## config.mk

```make
export PLATFORM = sky130hd
export DESIGN_NAME = spi_recv_flat
export DESIGN_NICKNAME = d
export VERILOG_FILES = /design/src/rtl/spi_recv_pkg.sv /design/src/rtl/spi_recv_if.sv /design/src/rtl/spi_recv_fifo.sv /design/src/rtl/spi_recv.sv /design/src/flat_wrapper.sv
export SDC_FILE = /design/constraint.sdc
export NUM_CORES = 1
export LEC_CHECK = 0
export ABC_CLOCK_PERIOD_IN_PS = 2000
export CAP_MARGIN = 40
export CORE_ASPECT_RATIO = 1.75
export CORE_UTILIZATION = 55
export DETAILED_ROUTE_END_ITERATION = 8
export GPL_TIMING_DRIVEN = 0
export PLACE_DENSITY = 0.78
export SLEW_MARGIN = 20
export SYNTH_ARGS = -nofsm -noshare
export SYNTH_HDL_FRONTEND = slang
export SYNTH_SLANG_ARGS = --single-unit
```

## constraint.sdc

```tcl
create_clock -name axi_aclk -period 2 [get_ports axi_aclk]
set_input_delay 0.3 -clock axi_aclk [delete_from_list [all_inputs] [get_ports axi_aclk]]
set_output_delay 0.3 -clock axi_aclk [all_outputs]
set_load 0.02 [all_outputs]
```

## src/rtl/spi_recv_pkg.sv

```systemverilog
// Shared definitions for the SPI-slave receiver.
//   - SPI_BYTE_W   : bits per SPI byte
//   - spi_state_e  : receiver FSM states (IDLE, SHIFT, FLUSH)
//   - rx_entry_t   : one FIFO entry, {last, data}
package spi_recv_pkg;

    localparam int SPI_BYTE_W = 8;

    typedef enum logic [1:0] {
        SPI_ST_IDLE  = 2'd0,
        SPI_ST_SHIFT = 2'd1,
        SPI_ST_FLUSH = 2'd2
    } spi_state_e;

    typedef struct packed {
        logic                  last;
        logic [SPI_BYTE_W-1:0] data;
    } rx_entry_t;

endpackage

```

## src/rtl/spi_recv_if.sv

```systemverilog
// AXI4-Stream style byte channel from the SPI receiver to the CCU.
//   wdata  : received byte
//   wvalid : byte available
//   wready : sink accepts the byte
//   wlast  : last complete byte of a CS transaction
// Handshake: a beat transfers on a rising clock edge where wvalid and wready
// are both 1. Once wvalid is 1 it stays 1, with wdata/wlast unchanged, until
// that transfer happens (reset excepted). wready may change freely.
interface spi_recv_if;
    import spi_recv_pkg::*;

    logic [SPI_BYTE_W-1:0] wdata;
    logic                  wvalid;
    logic                  wready;
    logic                  wlast;

    modport master (output wdata, output wvalid, output wlast, input  wready);
    modport slave  (input  wdata, input  wvalid, input  wlast, output wready);
endinterface

```

## src/rtl/spi_recv_fifo.sv

```systemverilog
// Synchronous first-word-fall-through FIFO for the SPI receiver.
//   clk, rst   : clock, asynchronous active-high reset
//   push       : write push_data (ignored when full unless pop is also set)
//   push_data  : entry to write
//   pop        : consume the head entry (ignored when empty)
//   pop_data   : head entry, zero while empty
//   full/empty : occupancy flags
module spi_recv_fifo #(
    parameter int DEPTH = 16,
    parameter int WIDTH = 9
) (
    input  logic             clk,
    input  logic             rst,
    input  logic             push,
    input  logic [WIDTH-1:0] push_data,
    input  logic             pop,
    output logic [WIDTH-1:0] pop_data,
    output logic             full,
    output logic             empty
);
    localparam int AW = $clog2(DEPTH);

    logic [WIDTH-1:0] mem_q [DEPTH];
    logic [AW:0]      wr_ptr_q, wr_ptr_d;
    logic [AW:0]      rd_ptr_q, rd_ptr_d;
    logic             do_push;
    logic             do_pop;

    // Pointers carry one extra wrap bit to tell full from empty.
    assign empty = (wr_ptr_q == rd_ptr_q);
    assign full  = (wr_ptr_q[AW] != rd_ptr_q[AW]) &&
                   (wr_ptr_q[AW-1:0] == rd_ptr_q[AW-1:0]);

    assign do_pop  = pop & ~empty;
    // A pop in the same cycle frees the slot, so a full FIFO still accepts.
    assign do_push = push & (~full | do_pop);

    assign pop_data = empty ? '0 : mem_q[rd_ptr_q[AW-1:0]];

    always_comb begin
        wr_ptr_d = wr_ptr_q;
        rd_ptr_d = rd_ptr_q;
        if (do_push) wr_ptr_d = wr_ptr_q + 1'b1;
        if (do_pop)  rd_ptr_d = rd_ptr_q + 1'b1;
    end

    always_ff @(posedge clk or posedge rst) begin
        if (rst) begin
            wr_ptr_q <= '0;
            rd_ptr_q <= '0;
        end else begin
            wr_ptr_q <= wr_ptr_d;
            rd_ptr_q <= rd_ptr_d;
        end
    end

    always_ff @(posedge clk) begin
        if (do_push) mem_q[wr_ptr_q[AW-1:0]] <= push_data;
    end
endmodule

```

## src/rtl/spi_recv.sv

```systemverilog
// SPI-slave receiver (mode 0, oversampled in axi_aclk). Each CS-high
// transaction becomes one AXIS packet; wlast marks its final complete byte.
// Ports:
//   axi_aclk, axi_areset : clock, asynchronous active-high reset
//   spi_clk, spi_mosi    : SPI SCK / MOSI (asynchronous, synchronised here)
//   spi_cs               : chip select, active-high
//   axis                 : byte stream to the CCU (master modport)
//   rx_overflow          : one-cycle pulse when a byte is dropped on a full FIFO
//   drop_cnt             : saturating dropped-byte count (only with SPI_RECV_DROP_CNT_EN)
//   dbg_state            : current FSM state
// Optional feature macro: SPI_RECV_DROP_CNT_EN.
module spi_recv
    import spi_recv_pkg::*;
#(
    parameter int FIFO_DEPTH  = 16,
    parameter int SYNC_STAGES = 2,
    parameter int MSB_FIRST   = 1
) (
    input  logic          axi_aclk,
    input  logic          axi_areset,
    input  logic          spi_clk,
    input  logic          spi_mosi,
    input  logic          spi_cs,
    spi_recv_if.master    axis,
    output logic          rx_overflow,
`ifdef SPI_RECV_DROP_CNT_EN
    output logic [15:0]   drop_cnt,
`endif
    output spi_state_e    dbg_state
);
    // Reset asserts asynchronously, releases synchronously to axi_aclk.
    logic [1:0] rst_sync_q;
    logic       rst_int;

    always_ff @(posedge axi_aclk or posedge axi_areset) begin
        if (axi_areset) rst_sync_q <= 2'b11;
        else            rst_sync_q <= {rst_sync_q[0], 1'b0};
    end
    assign rst_int = rst_sync_q[1];

    logic [SYNC_STAGES-1:0] sclk_sync_q, sclk_sync_d;
    logic [SYNC_STAGES-1:0] mosi_sync_q, mosi_sync_d;
    logic [SYNC_STAGES-1:0] cs_sync_q,   cs_sync_d;
    logic                   sclk_dly_q,  cs_dly_q;
    logic                   sync_sclk, sync_mosi, sync_cs;
    logic                   sclk_rise, cs_rise, cs_fall;

    spi_state_e             state_q, state_d;
    logic [2:0]             bit_cnt_q, bit_cnt_d;
    logic [SPI_BYTE_W-1:0]  shreg_q, shreg_d;
    logic [SPI_BYTE_W-1:0]  pend_byte_q, pend_byte_d;
    logic                   pend_vld_q, pend_vld_d;
    logic                   push_q, push_d;
    rx_entry_t              push_entry_q, push_entry_d;
    logic                   rx_overflow_q, rx_overflow_d;
    logic [15:0]            drop_cnt_q, drop_cnt_d;
    logic [SPI_BYTE_W-1:0]  byte_next;

    logic                   fifo_full, fifo_empty, pop, drop;
    rx_entry_t              fifo_out;

    assign sync_sclk = sclk_sync_q[SYNC_STAGES-1];
    assign sync_mosi = mosi_sync_q[SYNC_STAGES-1];
    assign sync_cs   = cs_sync_q[SYNC_STAGES-1];

    assign sclk_rise = sync_sclk & ~sclk_dly_q;
    assign cs_rise   = sync_cs   & ~cs_dly_q;
    assign cs_fall   = ~sync_cs  &  cs_dly_q;

    // Shift register contents after this SCK edge's bit is taken in.
    assign byte_next = (MSB_FIRST != 0) ? {shreg_q[SPI_BYTE_W-2:0], sync_mosi}
                                        : {sync_mosi, shreg_q[SPI_BYTE_W-1:1]};

    assign pop  = axis.wvalid & axis.wready;
    assign drop = push_q & fifo_full & ~pop;

    always_comb begin
        sclk_sync_d   = {sclk_sync_q[SYNC_STAGES-2:0], spi_clk};
        mosi_sync_d   = {mosi_sync_q[SYNC_STAGES-2:0], spi_mosi};
        cs_sync_d     = {cs_sync_q[SYNC_STAGES-2:0],   spi_cs};
        state_d       = state_q;
        bit_cnt_d     = bit_cnt_q;
        shreg_d       = shreg_q;
        pend_byte_d   = pend_byte_q;
        pend_vld_d    = pend_vld_q;
        push_d        = 1'b0;
        push_entry_d  = push_entry_q;
        rx_overflow_d = drop;
        drop_cnt_d    = drop_cnt_q;
        if (drop && drop_cnt_q != 16'hFFFF) drop_cnt_d = drop_cnt_q + 16'd1;

        case (state_q)
            SPI_ST_IDLE: begin
                if (cs_rise) begin
                    bit_cnt_d  = 3'd0;
                    pend_vld_d = 1'b0;
                    state_d    = SPI_ST_SHIFT;
                end
            end
            SPI_ST_SHIFT: begin
                // A byte completing in the same cycle as cs_fall is held
                // first, so FLUSH sees it and tags it last.
                if (sclk_rise) begin
                    shreg_d   = byte_next;
                    bit_cnt_d = bit_cnt_q + 3'd1;
                    if (bit_cnt_q == 3'd7) begin
                        if (pend_vld_q) begin
                            push_d       = 1'b1;
                            push_entry_d = '{last: 1'b0, data: pend_byte_q};
                        end
                        pend_byte_d = byte_next;
                        pend_vld_d  = 1'b1;
                    end
                end
                if (cs_fall) state_d = SPI_ST_FLUSH;
            end
            SPI_ST_FLUSH: begin
                // Any partial byte is dropped by clearing bit_cnt.
                if (pend_vld_q) begin
                    push_d       = 1'b1;
                    push_entry_d = '{last: 1'b1, data: pend_byte_q};
                end
                pend_vld_d = 1'b0;
                bit_cnt_d  = 3'd0;
                state_d    = SPI_ST_IDLE;
            end
            default: state_d = SPI_ST_IDLE;
        endcase
    end

    always_ff @(posedge axi_aclk or posedge rst_int) begin
        if (rst_int) begin
            sclk_sync_q   <= '0;
            mosi_sync_q   <= '0;
            cs_sync_q     <= '0;
            sclk_dly_q    <= 1'b0;
            cs_dly_q      <= 1'b0;
            state_q       <= SPI_ST_IDLE;
            bit_cnt_q     <= 3'd0;
            shreg_q       <= '0;
            pend_byte_q   <= '0;
            pend_vld_q    <= 1'b0;
            push_q        <= 1'b0;
            push_entry_q  <= '0;
            rx_overflow_q <= 1'b0;
            drop_cnt_q    <= 16'd0;
        end else begin
            sclk_sync_q   <= sclk_sync_d;
            mosi_sync_q   <= mosi_sync_d;
            cs_sync_q     <= cs_sync_d;
            sclk_dly_q    <= sync_sclk;
            cs_dly_q      <= sync_cs;
            state_q       <= state_d;
            bit_cnt_q     <= bit_cnt_d;
            shreg_q       <= shreg_d;
            pend_byte_q   <= pend_byte_d;
            pend_vld_q    <= pend_vld_d;
            push_q        <= push_d;
            push_entry_q  <= push_entry_d;
            rx_overflow_q <= rx_overflow_d;
            drop_cnt_q    <= drop_cnt_d;
        end
    end

    spi_recv_fifo #(
        .DEPTH (FIFO_DEPTH),
        .WIDTH (SPI_BYTE_W + 1)
    ) u_fifo (
        .clk       (axi_aclk),
        .rst       (rst_int),
        .push      (push_q),
        .push_data (push_entry_q),
        .pop       (pop),
        .pop_data  (fifo_out),
        .full      (fifo_full),
        .empty     (fifo_empty)
    );

    assign axis.wvalid = ~fifo_empty;
    assign axis.wdata  = fifo_out.data;
    assign axis.wlast  = fifo_out.last;
    assign rx_overflow = rx_overflow_q;
    assign dbg_state   = state_q;
`ifdef SPI_RECV_DROP_CNT_EN
    assign drop_cnt    = drop_cnt_q;
`else
    // Counter logic is left unconnected and trimmed without the feature.
    logic unused_drop;
    assign unused_drop = ^drop_cnt_q;
`endif
endmodule

```

## src/flat_wrapper.sv

```systemverilog
// flat-port wrapper written by rule: the top's interface ports become plain ports
module spi_recv_flat import spi_recv_pkg::*;
#(
    parameter int FIFO_DEPTH  = 16,
    parameter int SYNC_STAGES = 2,
    parameter int MSB_FIRST   = 1
)
  (axi_aclk, axi_areset, spi_clk, spi_mosi, spi_cs, rx_overflow, dbg_state, axis_wdata, axis_wvalid, axis_wlast, axis_wready);
  spi_recv_if axis_i ();
  input  logic axi_aclk;
  input  logic axi_areset;
  input  logic spi_clk;
  input  logic spi_mosi;
  input  logic spi_cs;
  output logic rx_overflow;
  output spi_state_e dbg_state;
  output wire logic [$bits(axis_i.wdata)-1:0] axis_wdata;
  output wire logic [$bits(axis_i.wvalid)-1:0] axis_wvalid;
  output wire logic [$bits(axis_i.wlast)-1:0] axis_wlast;
  input wire logic [$bits(axis_i.wready)-1:0] axis_wready;
  assign axis_wdata = axis_i.wdata;
  assign axis_wvalid = axis_i.wvalid;
  assign axis_wlast = axis_i.wlast;
  assign axis_i.wready = axis_wready;
  spi_recv #(.FIFO_DEPTH(FIFO_DEPTH), .SYNC_STAGES(SYNC_STAGES), .MSB_FIRST(MSB_FIRST)) u_core (.axi_aclk(axi_aclk), .axi_areset(axi_areset), .spi_clk(spi_clk), .spi_mosi(spi_mosi), .spi_cs(spi_cs), .axis(axis_i), .rx_overflow(rx_overflow), .dbg_state(dbg_state));
endmodule
```

# ---- Word-level counts from Yosys, hierarchy flattened
# Memory sizes are Yosys's and may differ from the RTL's.
# Index checks and enable logic that the tools add are counted.
# Widths: inputs -> output; s select.
dict set report op_classes {
  n_addsub 3
  eq_ne 12
  mux 22
  bitwise_logic 15
  reduce_logical 10
}
# cell count
set ops {}
lappend ops {{$mux 9} 5}
lappend ops {{$pmux 9 s2} 1}
lappend ops {{$ne 2x1->1 const B} 6}
lappend ops {{$add 5x1->5 const B} 2}
lappend ops {{$pmux 3 s3} 1}
lappend ops {{$and 1x1->1} 8}
lappend ops {{$mux 1} 8}
lappend ops {{$mux 3} 2}
lappend ops {{$not 1->1} 6}
lappend ops {{$reduce_and 3->1} 2}
lappend ops {{$eq 5x5->1} 1}
lappend ops {{$reduce_and 5->1} 1}
lappend ops {{$eq 4x4->1} 1}
lappend ops {{$mux 2} 2}
lappend ops {{$pmux 2 s2} 1}
lappend ops {{$reduce_and 2->1} 2}
lappend ops {{$reduce_and 4->1} 1}
lappend ops {{$add 3x1->3 const B} 1}
lappend ops {{$eq 3x3->1 const B} 1}
lappend ops {{$pmux 1 s3} 1}
lappend ops {{$reduce_bool 3->1} 1}
lappend ops {{$eq 2x1->1 const B} 1}
lappend ops {{$eq 2x2->1 const B} 1}
lappend ops {{$logic_not 2->1} 1}
lappend ops {{5 further kinds} 5}
dict set report totals {
  register_bits 52
  mem_bits_rw 144
  inputBits 6
  elab_cells 80
  memories 1
}
# name depth width read_ports rd_clocked_by_memory_dff write_ports line_no
set memory_table {}
lappend memory_table {u_core.u_fifo.mem_q 16 9 1 0 1 spi_recv_fifo.sv:23} ;# logic [WIDTH-1:0] mem_q [DEPTH];

# ---- Logic depth before layout (Yosys ltp)
dict set report depth {
  ltp_word 8
  depth_mapped 7
  depth_no_buf 6
}

# ---- By module
# Synthesis repeated with hierarchy kept, for this count alone.
dict set report unflattened {
  cells_unflattened 426
  hier_area_um2 7847.5
}
# module n_inst cells_each area_per_inst_um2 seq_area_each_um2
set by_module_without_submodules {}
lappend by_module_without_submodules {spi_recv_fifo 1 294 6165.9 4574.4}
lappend by_module_without_submodules {spi_recv 1 132 1681.6 1053.5}

# ---- Least setup slack after synthesis
# Ideal clock, no wire load.
dict set report synth_timing {
  path_kind {register -> register}
  startpoint {register u_core.u_fifo.rd_ptr_q[2]}
  endpoint {memory u_core.u_fifo.mem_q[3][0] (enable)}
  setup_time_ns 0.387
  arrival_time_ns 1.612
  required_ns 1.613
  setup_slack_ns 0.001
  stages_incl_launch_ff 6
  path_buffers 1
  cell_sequence {dfrtp_1 -> buf_2 -> xnor2_4 -> nand4_4 -> o211ai_2 -> nor3_1}
}
dict set report synth_via {
  elab_chain_len 8
  word_cells_on_any_way 11
}
# item line_no
set synth_rtl {}
lappend synth_rtl {{start, declared} spi_recv_fifo.sv:25} ;# logic [AW:0] rd_ptr_q, rd_ptr_d;
lappend synth_rtl {{start signal, assigned} spi_recv_fifo.sv:53} ;# rd_ptr_q <= rd_ptr_d;
lappend synth_rtl {{$eq 5x5->1} spi_recv_fifo.sv:30} ;# assign empty = (wr_ptr_q == rd_ptr_q);
lappend synth_rtl {{$not 1->1} {spi_recv_fifo.sv:34, spi_recv.sv:179}}
lappend synth_rtl {{$and 1x1->1} spi_recv.sv:74} ;# assign pop = axis.wvalid & axis.wready;
lappend synth_rtl {{$and 1x1->1} spi_recv_fifo.sv:34} ;# assign do_pop = pop & ~empty;
lappend synth_rtl {{$or 1x1->1 (*)} spi_recv_fifo.sv:36} ;# assign do_push = push & (~full | do_pop);
lappend synth_rtl {{$and 1x1->1 (*)} spi_recv_fifo.sv:36}
lappend synth_rtl {{$mux 1 (*)} spi_recv_fifo.sv:58} ;# if (do_push) mem_q[wr_ptr_q[AW-1:0]] <= push_data;
lappend synth_rtl {{$mux 1 (implied by the code) (*)} spi_recv_fifo.sv:58}
lappend synth_rtl {{end, declared} spi_recv_fifo.sv:23}
# Every way passes the cells marked *; elsewhere a longest branch is shown, timed or not.

# ---- Worst setup path after layout
dict set report layout_timing {
  startpoint {register u_core.u_fifo.rd_ptr_q[0]}
  endpoint {output port axis_wlast}
}
dict set report layout_via {
  elab_chain_len 2
  word_cells_on_any_way 3
}
# item line_no
set layout_rtl {}
lappend layout_rtl {{$mem_v2 16x9 or $eq 5x5->1 (tied branches)} -}
lappend layout_rtl {{$mux 9 (*)} spi_recv_fifo.sv:38} ;# assign pop_data = empty ? '0 : mem_q[rd_ptr_q[AW-1:0]];
lappend layout_rtl {{end, declared} flat_wrapper.sv:19} ;# output wire logic [$bits(axis_i.wlast)-1:0] axis_wlast;
# Marked as above.

==> impl_metrics.toml <==
[global_route]
antenna_found_initial = 0
grt.total_usage = 0.249
grt_max_degree = 35
grt_pass1_vias = 4362
grt_pass1_wl_um = 25500
grt_overflow = 0

[cts]
cts_made_buffers = 17
cts_tree = "yes"
h-tree-depth = 4
path_clk_slew_ps = 70
clockBufferDepth = 2
worstSkewPairLatency_ps = 440
cts_num_sinks = 196
hold_buffers = 0
root_buffer = "clkbuf_16"

[setup_path]
critPathMaxStageDelay_ps = 560
crit_arrival_ps = 2240
reg2reg_setup_slack_ps = -90
worstPathRequired_ps = 1700
cpMaxStageDelayCell = "mux4_2"
path_class = "flop to primary output"
r2r-end = "u_core.u_fifo.rd_ptr_q[1]$_DFFE_PP0P_"
r2r_cells = 8
crit_fanout = 10
start_kind = "flop"
path_cells = "buf_12 > buf_12 > mux4_2 > a22oi_2 > a21oi_1 > buf_4"
reg2reg_from = "u_core.u_fifo.rd_ptr_q[0]$_DFFE_PP0P_"
endpoint_kind = "primary output"
cpMostUsedCell = "buf_12"

[flow_run]
cap_viol_max_count = 0

[timing]
fmax_ghz = 0.394
setup_ws_ps = -539
worstMarginPinSlew_ps = 720
report.final.setup_viol = 92
fin_crit_ps = 2540
slew_headroom = 0.519
maxSlewViolCount = 0
clock-skew-final_ps = 8.90
hold_viol = 0
rsz0062_at_grt = "true"
post-route-period-util = 1.27

[drt]
drc = 0
routedWlPerCell_um = 25.5
viasPerCell = 6.24
antenna_left = 0
drt_first_pass_iters = 7
drt_first_iter_violations = 413
vias = 4133
wirelength_um = 16900

[layout]
final_common_cell = "edfxtp_1"
nNetsFinal = 489
final_cell_mix = "edfxtp_1 (144), dfrtp_1 (48), mux4_2 (35), buf_4 (22), and3_4 (21)"
finish.utilization = 0.675
fillers = 860
n_antenna_cell = 0
drive_above_1_share = 0.400
syn_to_final_growth_pct = 20.0

[floorplanning]
core_area_um2 = 13900
die_w_um = 92.2
die_area_um2 = 14700
io_pins = 19
initial_core_util = 0.563
die_h_um = 160
row_count = 57

[yosys]
ys_types = 43
avgSynthCellArea_um2 = 19.1
syn_inst = 409
synth-edff-count = 144
syn_area_um2 = 7830
synth_nets = 426
ys_seq_elements = 196
synth_ff_type = "edfxtp_1"
ys_seq_area_frac = 0.719
async_flop_share = 0.265
ys_warn_count = 0

[pwr]
finalPower_mw = 10.8
peakVddDrop_mv = 0.743
p_per_area_nw_per_um2 = 1150
p_leak_nw = 3.51

[status]
outcome = "finished with violations"
failed_checks = "negative setup slack"

[placed_design]
gp_congestion = 0.798
pre_cts_slack_ps = -773
hpwl_um = 10100
io_buffers = 18

[worst_hold_path]
hp-class = "primary input to asynchronous set/reset pin"
## repair_timing
| item | CTS | global route |
|---|---|---|
| buffers inserted | 9 | 6 |
| resized for setup | 119 | 27 |
| endpoints found under the setup margin | 123 | 164 |
| pin swaps | 10 | 13 |
| gates cloned | 9 | 1 |
## flip-flops by register name, summed over array words and instances, names as in the netlist
| register | count |
|---|---|
| u_core.bit_cnt_q | 3 |
| u_core.shreg_q | 7 |
| u_core.dbg_state | 2 |
| u_core.u_fifo.mem_q | 144 |
| u_core.rst_sync_q | 2 |
| u_core.pend_byte_q | 8 |
| u_core.u_fifo.wr_ptr_q | 5 |
| u_core.push_entry_q | 9 |
| u_core.rx_overflow | 1 |
| u_core.cs_sync_q | 2 |
| u_core.mosi_sync_q | 2 |
| u_core.sclk_sync_q | 2 |
| u_core.sclk_dly_q | 1 |
| u_core.cs_dly_q | 1 |
| u_core.u_fifo.rd_ptr_q | 5 |
| u_core.push_q | 1 |
| u_core.pend_vld_q | 1 |
## report_power, final
group | leakage, nW | internal [mW] | total (mW) | switching, mW
Combinational | 1.07 | 1.32 | 2.82 | 1.49
Clock | 0.284 | 1.67 | 3.31 | 1.64
Sequential | 2.15 | 4.50 | 4.67 | 0.165
## stage by stage
stage | hold slack, ps | setup TNS [ps] | area, µm² | cells
4_1_cts | 183 | -5030 | 9230 | 656
3_3_place_gp | 338 | -45290 | 8230 | 604
3_5_place_dp | 240 | -37130 | 8270 | 607
6_report | 185 | -6710 | 9390 | 662
2_1_floorplan | 212 | 0 | 7830 | 409
5_1_grt | 212 | -11340 | 9390 | 662
## worst max path at each step
stage,slack [ps],start,end,cells after the start
6_report,-540,u_core.u_fifo.rd_ptr_q[0]$_DFFE_PP0P_,axis_wlast,6
5_1_grt,-560,u_core.u_fifo.rd_ptr_q[0]$_DFFE_PP0P_,axis_wdata[5],6
4_1_cts,-500,u_core.u_fifo.rd_ptr_q[0]$_DFFE_PP0P_,axis_wdata[6],6
3_5_place_dp,-770,u_core.u_fifo.rd_ptr_q[0]$_DFFE_PP0P_,axis_wdata[1],5
3_3_place_gp,-750,u_core.u_fifo.rd_ptr_q[0]$_DFFE_PP0P_,axis_wdata[1],5
2_1_floorplan,1,u_core.u_fifo.rd_ptr_q[2]$_DFFE_PP0P_,u_core.u_fifo.mem_q[3][0]$_DFFE_PP_,5
## layer usage
layer,wire (µm),up-vias,GRT usage
li1,-,1761,-
met1,5690,2151,0.266
met2,9690,175,0.449
met3,703,46,0.0476
met4,816,0,0.144
met5,0,-,0
## Yosys cell counts, types with 3 or more instances
| cell | count | area share |
|---|---|---|
| buf_6 | 6 | 0.0086 |
| o21ai_1 | 4 | 0.0026 |
| and3_1 | 13 | 0.010 |
| dfrtp_1 | 50 | 0.16 |
| and2_1 | 3 | 0.0024 |
| buf_2 | 7 | 0.0045 |
| mux2_2 | 17 | 0.024 |
| a22oi_1 | 21 | 0.020 |
| mux4_2 | 33 | 0.095 |
| nor2_1 | 4 | 0.0019 |
| inv_1 | 12 | 0.0058 |
| mux2_1 | 8 | 0.012 |
| a21oi_1 | 13 | 0.0083 |
| mux4_1 | 3 | 0.010 |
| nand2_1 | 6 | 0.0029 |
| edfxtp_1 | 144 | 0.55 |
| nor2b_1 | 7 | 0.0056 |
| clkbuf_1 | 4 | 0.0019 |
| nand2b_1 | 4 | 0.0032 |
| xnor2_1 | 10 | 0.011 |
| ha_1 | 11 | 0.018 |
## logic make-up after synthesis
| family | Yosys count | synth area share |
|---|---|---|
| AO/OA/AOI/OAI | 50 | 0.0440 |
| buffers and inverters | 30 | 0.0213 |
| flip-flops | 196 | 0.719 |
| adder cells (fa/ha/maj) | 11 | 0.0176 |
| AND/OR/NAND/NOR | 45 | 0.0347 |
| multiplexers | 63 | 0.144 |
| other | 1 | 0.000479 |
| XOR/XNOR | 13 | 0.0189 |
## cell type report
class,instances,area [µm²],area share
Sequential cell,196,5630,0.600
Multi-Input combinational cell,192,2380,0.254
Clock buffer,17,425,0.0453
Timing Repair Buffer,37,363,0.0386
Tap cell,177,221,0.0236
Buffer,16,173,0.0184
Clock inverter,15,150,0.0160
Inverter,12,47.5,0.00506
## critical path, delay by kind of cell (launching register included)
family / cells / cell delay [ps]
compound gates: 2 / 270
mux: 1 / 560
flops: 1 / 480
buf+inv: 3 / 470
Power figures use the tool's default switching activity.
==> variant 1 (same flow settings) <==
`FIFO_DEPTH` is set to 16 in 2 places; all go to 32.
--- a/src/rtl/spi_recv.sv
+++ b/src/rtl/spi_recv.sv
@@ -12,7 +12,7 @@
 module spi_recv
     import spi_recv_pkg::*;
 #(
-    parameter int FIFO_DEPTH  = 16,
+    parameter int FIFO_DEPTH  = 32,
     parameter int SYNC_STAGES = 2,
     parameter int MSB_FIRST   = 1
 ) (
--- a/src/flat_wrapper.sv
+++ b/src/flat_wrapper.sv
@@ -1,7 +1,7 @@
 // flat-port wrapper written by rule: the top's interface ports become plain ports
 module spi_recv_flat import spi_recv_pkg::*;
 #(
-    parameter int FIFO_DEPTH  = 16,
+    parameter int FIFO_DEPTH  = 32,
     parameter int SYNC_STAGES = 2,
     parameter int MSB_FIRST   = 1
 )
Formal check against the unedited RTL: no difference found for any inputs over 10 cycles, from zero or initial values and one cycle with axi_areset high; that may be too few to reach the edited logic, so the function may still have changed.
==> variant 1 against the original RTL <==
The run still ends with negative setup slack left; global-route usage about the same; worst setup slack got worse by 0.49 ns; worst hold slack got worse by 0.14 ns; final area increased by 78%; core utilization increased by 0.68 points; final cell count increased by 78%; wire length increased by 91%; register-to-register slack got worse by 0.20 ns; sequential share of layout area decreased by 0.18 points; total power increased by 74%; critical path type unchanged; combinational power increased by 93%; synthesized area increased by 75%; sequential cell count increased by 146.
==> variant 1: results (changes against the original RTL) <==
- The number of synthesized flops with an enable pin is 288 (+100%).
- The proportion of synthesized chip area in sequential cells is 73.2% (+1.3 points).
- The post-placement setup slack came to -1.04 ns (-0.263 ns).
- The post-placement cell count was 1069 (+76%).
- The proportion of power drawn by flip-flops and latches is 42.3% (-0.9 points).
- The all-layer global routing usage was 24.9% (about the same).
- The worst slack on hold paths is 0.0492 ns (-0.136 ns).
- The number of global-route vias before repair came to 7794 (+79%).
- From synthesis to final layout, the design area changed by 22.4%.
- The flow ran to the end, but the final reports show violations.
- The fill cell instance count of the final layout was 1464 (+70%).
- The end of the worst register-to-register path is u_core.u_fifo.mem_q[25][1].
- The arrival time at the worst endpoint came to 2.73 ns (+0.49 ns).
- The length in cells of the worst reg-to-reg path is 4 (-4).
- The share of synthesized flip-flops with an asynchronous set or reset was 15.8% (-11 points).
- The final-report setup violation count is 302 (+230%).
- The leakage power was 6.11 nW (+74%).
- The final worst-path setup slack is -1.03 ns (-0.486 ns).
- The summed negative setup slack over all endpoints is -64.67 ns (-57.96 ns).
- The maximum number of pins on one net before global-route repair is 30 (-14%).
- The total power after layout is 18.8 mW (+74%).
- The number of nets in the synthesized netlist is 745 (+75%).
- The clock insertion delay at the later pin of the skew report is 0.58 ns (+0.14 ns).
- The final routed wire length divided by cell count was 27.3 µm (+7.0%).
- The global-route wire length before repair came to 46.0 mm (+80%).
- The start of the worst register-to-register path is u_core.u_fifo.wr_ptr_q[3].
- The switching portion of total power came to 30.6% (+0.068 points).
- The number of vias after detailed routing was 7350 (+78%).
- The final reports fail on negative setup slack.
- The combinational power share is 28.9% (+2.8 points).
- The HPWL after detailed placement is 19.2 mm (+90%).
- The iteration count of the initial detailed-routing pass is 5 (-2).
- The number of flip-flops under the largest register name was 288 (+100%).
- The number of vias per cell after detailed routing is 6.22 (-0.31%).
- The post-place instance area is 14500 µm² (+75%).
- The worst clock skew is 0.0307 ns (+0.0218 ns).
- The worst-case vdd ir drop is 1080 µV (+45%).
- The average cell area after synthesis is 18.8 µm² (-1.9%).
- By area the synthesized netlist is led by sky130_fd_sc_hd__edfxtp_1 (63%), sky130_fd_sc_hd__dfrtp_1 (9.5%), sky130_fd_sc_hd__mux4_2 (7.4%), sky130_fd_sc_hd__mux2i_1 (4.6%), sky130_fd_sc_hd__mux2_2 (2.1%).
- The end point of the critical path is axis_wdata[0].
- The share of final-layout standard cells stronger than drive strength 1 came to 36.6% (-3.4 points).
- The number of levels in the clock H-tree was 1 (-3).
- The transition time of the tightest slew-check pin is 0.724 ns (+0.00385 ns).
- The distinct cell type count of the synthesized netlist came to 52 (+21%).
- The commonest cells after synthesis are sky130_fd_sc_hd__edfxtp_1 (288), sky130_fd_sc_hd__mux2i_1 (63), sky130_fd_sc_hd__dfrtp_1 (52).
- The maximum count of clock buffers along a single path is 3 (+1).
- The DRC marker count from the first detailed-route iteration is 766 (+85%).
## variant 1: critical path, cell delays in order (launching register included)
cell                       delay, ns
sky130_fd_sc_hd__dfrtp_1        0.37
sky130_fd_sc_hd__buf_6          0.16
sky130_fd_sc_hd__buf_12         0.15
sky130_fd_sc_hd__mux4_2         0.51
sky130_fd_sc_hd__mux2i_1        0.21
sky130_fd_sc_hd__nor2_1         0.09
sky130_fd_sc_hd__a211oi_2       0.40
sky130_fd_sc_hd__a211oi_2       0.09
sky130_fd_sc_hd__buf_2          0.18
## variant 1: logic make-up (layout without fill, tap and decap cells)
group	count (synthesis)	in the layout	synth area share, %
AO/OA/AOI/OAI	80	80	4.59
XOR/XNOR	16	16	1.02
adder cells (fa/ha/maj)	11	11	1.01
buffers and inverters	49	181	2.61
flip-flops	342	342	73.2
multiplexers	134	134	14.2
other	1	1	0.0274
AND/OR/NAND/NOR	95	104	3.40
## variant 1: repair_timing
action                                  4_1_cts  5_1_grt
hold buffers                                  0        0
resized for setup                           134       52
buffers inserted                             35       17
gates cloned                                  3        7
endpoints found under the setup margin      298      316
pin swaps                                    42       32
## variant 1: area by class of cell
class                      count  area [µm²]  share of cell area [%]
tap                          312         390                    2.33
buffer                        36         334                    2.00
inverter                      12        47.5                   0.284
clock inverter                17         144                   0.860
sequential                   342       10000                    59.8
clock buffer                  35         748                    4.47
timing repair buffer          81        1080                    6.48
multi-input combinational    346        3980                    23.8
## variant 1: layer usage
metal  GRT usage, %  share of wire, %  vias up
met5              0                 0        -
li1               -                 -     3131
met1           27.4                34     3820
met4           15.3               6.2        0
met2           45.1                55      307
met3           2.98               4.7       92
==> variant 2 (same flow settings) <==
Without the edit above. Take the reset off `shreg_q` and `pend_byte_q` and load them in a clocked block of their own.
--- a/src/rtl/spi_recv.sv
+++ b/src/rtl/spi_recv.sv
@@ -137,8 +137,6 @@
             cs_dly_q      <= 1'b0;
             state_q       <= SPI_ST_IDLE;
             bit_cnt_q     <= 3'd0;
-            shreg_q       <= '0;
-            pend_byte_q   <= '0;
             pend_vld_q    <= 1'b0;
             push_q        <= 1'b0;
             push_entry_q  <= '0;
@@ -152,14 +150,17 @@
             cs_dly_q      <= sync_cs;
             state_q       <= state_d;
             bit_cnt_q     <= bit_cnt_d;
-            shreg_q       <= shreg_d;
-            pend_byte_q   <= pend_byte_d;
             pend_vld_q    <= pend_vld_d;
             push_q        <= push_d;
             push_entry_q  <= push_entry_d;
             rx_overflow_q <= rx_overflow_d;
             drop_cnt_q    <= drop_cnt_d;
         end
+    end
+
+    always_ff @(posedge axi_aclk) begin
+        shreg_q     <= shreg_d;
+        pend_byte_q <= pend_byte_d;
     end
 
     spi_recv_fifo #(
Check against the original RTL: same outputs for any inputs over 10 cycles, from zero or initial values and one cycle with axi_areset high; that may be too few to reach the edited logic, so the function may still have changed.
==> variant 2 against the original RTL <==
The flow still finishes with violations (negative setup slack); clock skew is 0.0016 ns higher; worst setup slack worse by 0.0054 ns; synthesized area is 1.5% lower; sequential cell count stayed put; wire length is 4.3% lower; via count is 2.1% lower; synthesized cell count is 3.9% lower; final cell count is 3.3% lower; final area is 1.3% lower; sequential power is 21% higher; global-route usage is 3.1 points lower; total power is 22% higher; count of clock-buffer cells in the layout is 1 higher; largest power group unchanged.
==> variant 2: results (changes against the original RTL) <==
- The post-place instance area came to 8120 µm² (-1.8%).
- The DRC marker count from the first detailed-route iteration is 338 (-18%).
- The detailed route wirelength on metal3 is 636 µm (-9.5%).
- The sequential cell area is 5710 µm² (+1.3%).
- By count the netlist is led by sky130_fd_sc_hd__edfxtp_1 (159), sky130_fd_sc_hd__mux4_2 (36), sky130_fd_sc_hd__dfrtp_1 (35).
- The proportion of synthesized chip area in sequential cells is 74.0% (+2.1 points).
- The flow ran to the end, but the final reports show violations.
- The number of nets in the synthesized netlist came to 410 (-3.8%).
- The final routed wire length divided by cell count is 25.3 µm (-1.0%).
- The post-CTS resize count is 96 (-19%).
- The transition time of the tightest slew-check pin is 0.715 ns (-0.00538 ns).
- The multi-input logic cell count was 177 (-7.8%).
- The delay contributed by the slowest stage of the critical path is 0.50 ns (-0.06 ns).
- The worst slack on hold paths is 0.108 ns (-0.0764 ns).
- The global placer's final weighted congestion came to 0.799 (+0.15%).
- The footprint of the multi-input gates is 2190 µm² (-7.9%).
- The post-placement setup slack is -0.750 ns (+0.0223 ns).
- The placeable core area is 13500 µm² (-2.8%).
- The post-layout net count came to 470 (-3.9%).
- The routing usage on met1 is 25.5% (-1.1 points).
- The number of non-clock buffers came to 49 (-7.5%).
- The flop-to-flop setup slack was -0.06 ns (+0.03 ns).
- The share of synthesized flip-flops with an asynchronous set or reset is 18.9% (-7.7 points).
- The maximum number of pins on one net before global-route repair came to 36 (+2.9%).
- The area fraction in compound gates after synthesis was 4.54% (+0.15 points).
- The synthesized-area fraction occupied by xor and xnor cells came to 1.87% (-0.020 points).
- The met1 wire length is 5.89 mm (+3.6%).
- The final-report setup violation count is 127 (+38%).
- The fill cell instance count of the final layout is 807 (-6.2%).
- The checks that failed: negative setup slack.
- The final worst-path setup slack is -0.544 ns (-0.00538 ns).
- The number of clock buffer instances in the layout is 18 (+1).
- The worst-case vdd ir drop is 1030 µV (+38%).
- The worst clock skew is 0.0105 ns (+0.00155 ns).
- The number of synthesized flops with an enable pin is 159 (+10%).
- The distinct cell type count of the synthesized netlist came to 45 (+4.7%).
- The summed negative setup slack over all endpoints is -9.07 ns (-2.36 ns).
- The share of final-layout standard cells stronger than drive strength 1 is 39.5% (-0.52 points).
- The global-route track usage on met3 is 4.20% (-0.56 points).
- The kind of cell adding the most delay to the critical path is buffers and inverters.
- The worst-path maximum fanout was 8 (-2).
variant 2: worst max path at each step:
stage | from | endpoint | slack [ns] | cells past startpoint
2_1_floorplan | u_core.dbg_state[1] | u_core.pend_byte_q[0] | 0.14 | 5
3_3_place_gp | u_core.u_fifo.rd_ptr_q[1] | axis_wdata[2] | -0.74 | 6
3_5_place_dp | u_core.u_fifo.rd_ptr_q[0] | axis_wdata[5] | -0.75 | 6
4_1_cts | u_core.u_fifo.rd_ptr_q[0] | axis_wdata[2] | -0.54 | 6
5_1_grt | u_core.u_fifo.rd_ptr_q[0] | axis_wdata[7] | -0.58 | 7
6_report | u_core.u_fifo.rd_ptr_q[0] | axis_wdata[7] | -0.54 | 7
variant 2: power breakdown:
part | total (mW) | leakage, nW | switching, mW | internal [mW]
registers | 5.64 | 1.87 | 0.609 | 5.03
clock network | 3.36 | 0.283 | 1.58 | 1.78
logic | 4.22 | 0.999 | 2.12 | 2.10
total | 13.2 | 3.16 | 4.31 | 8.92
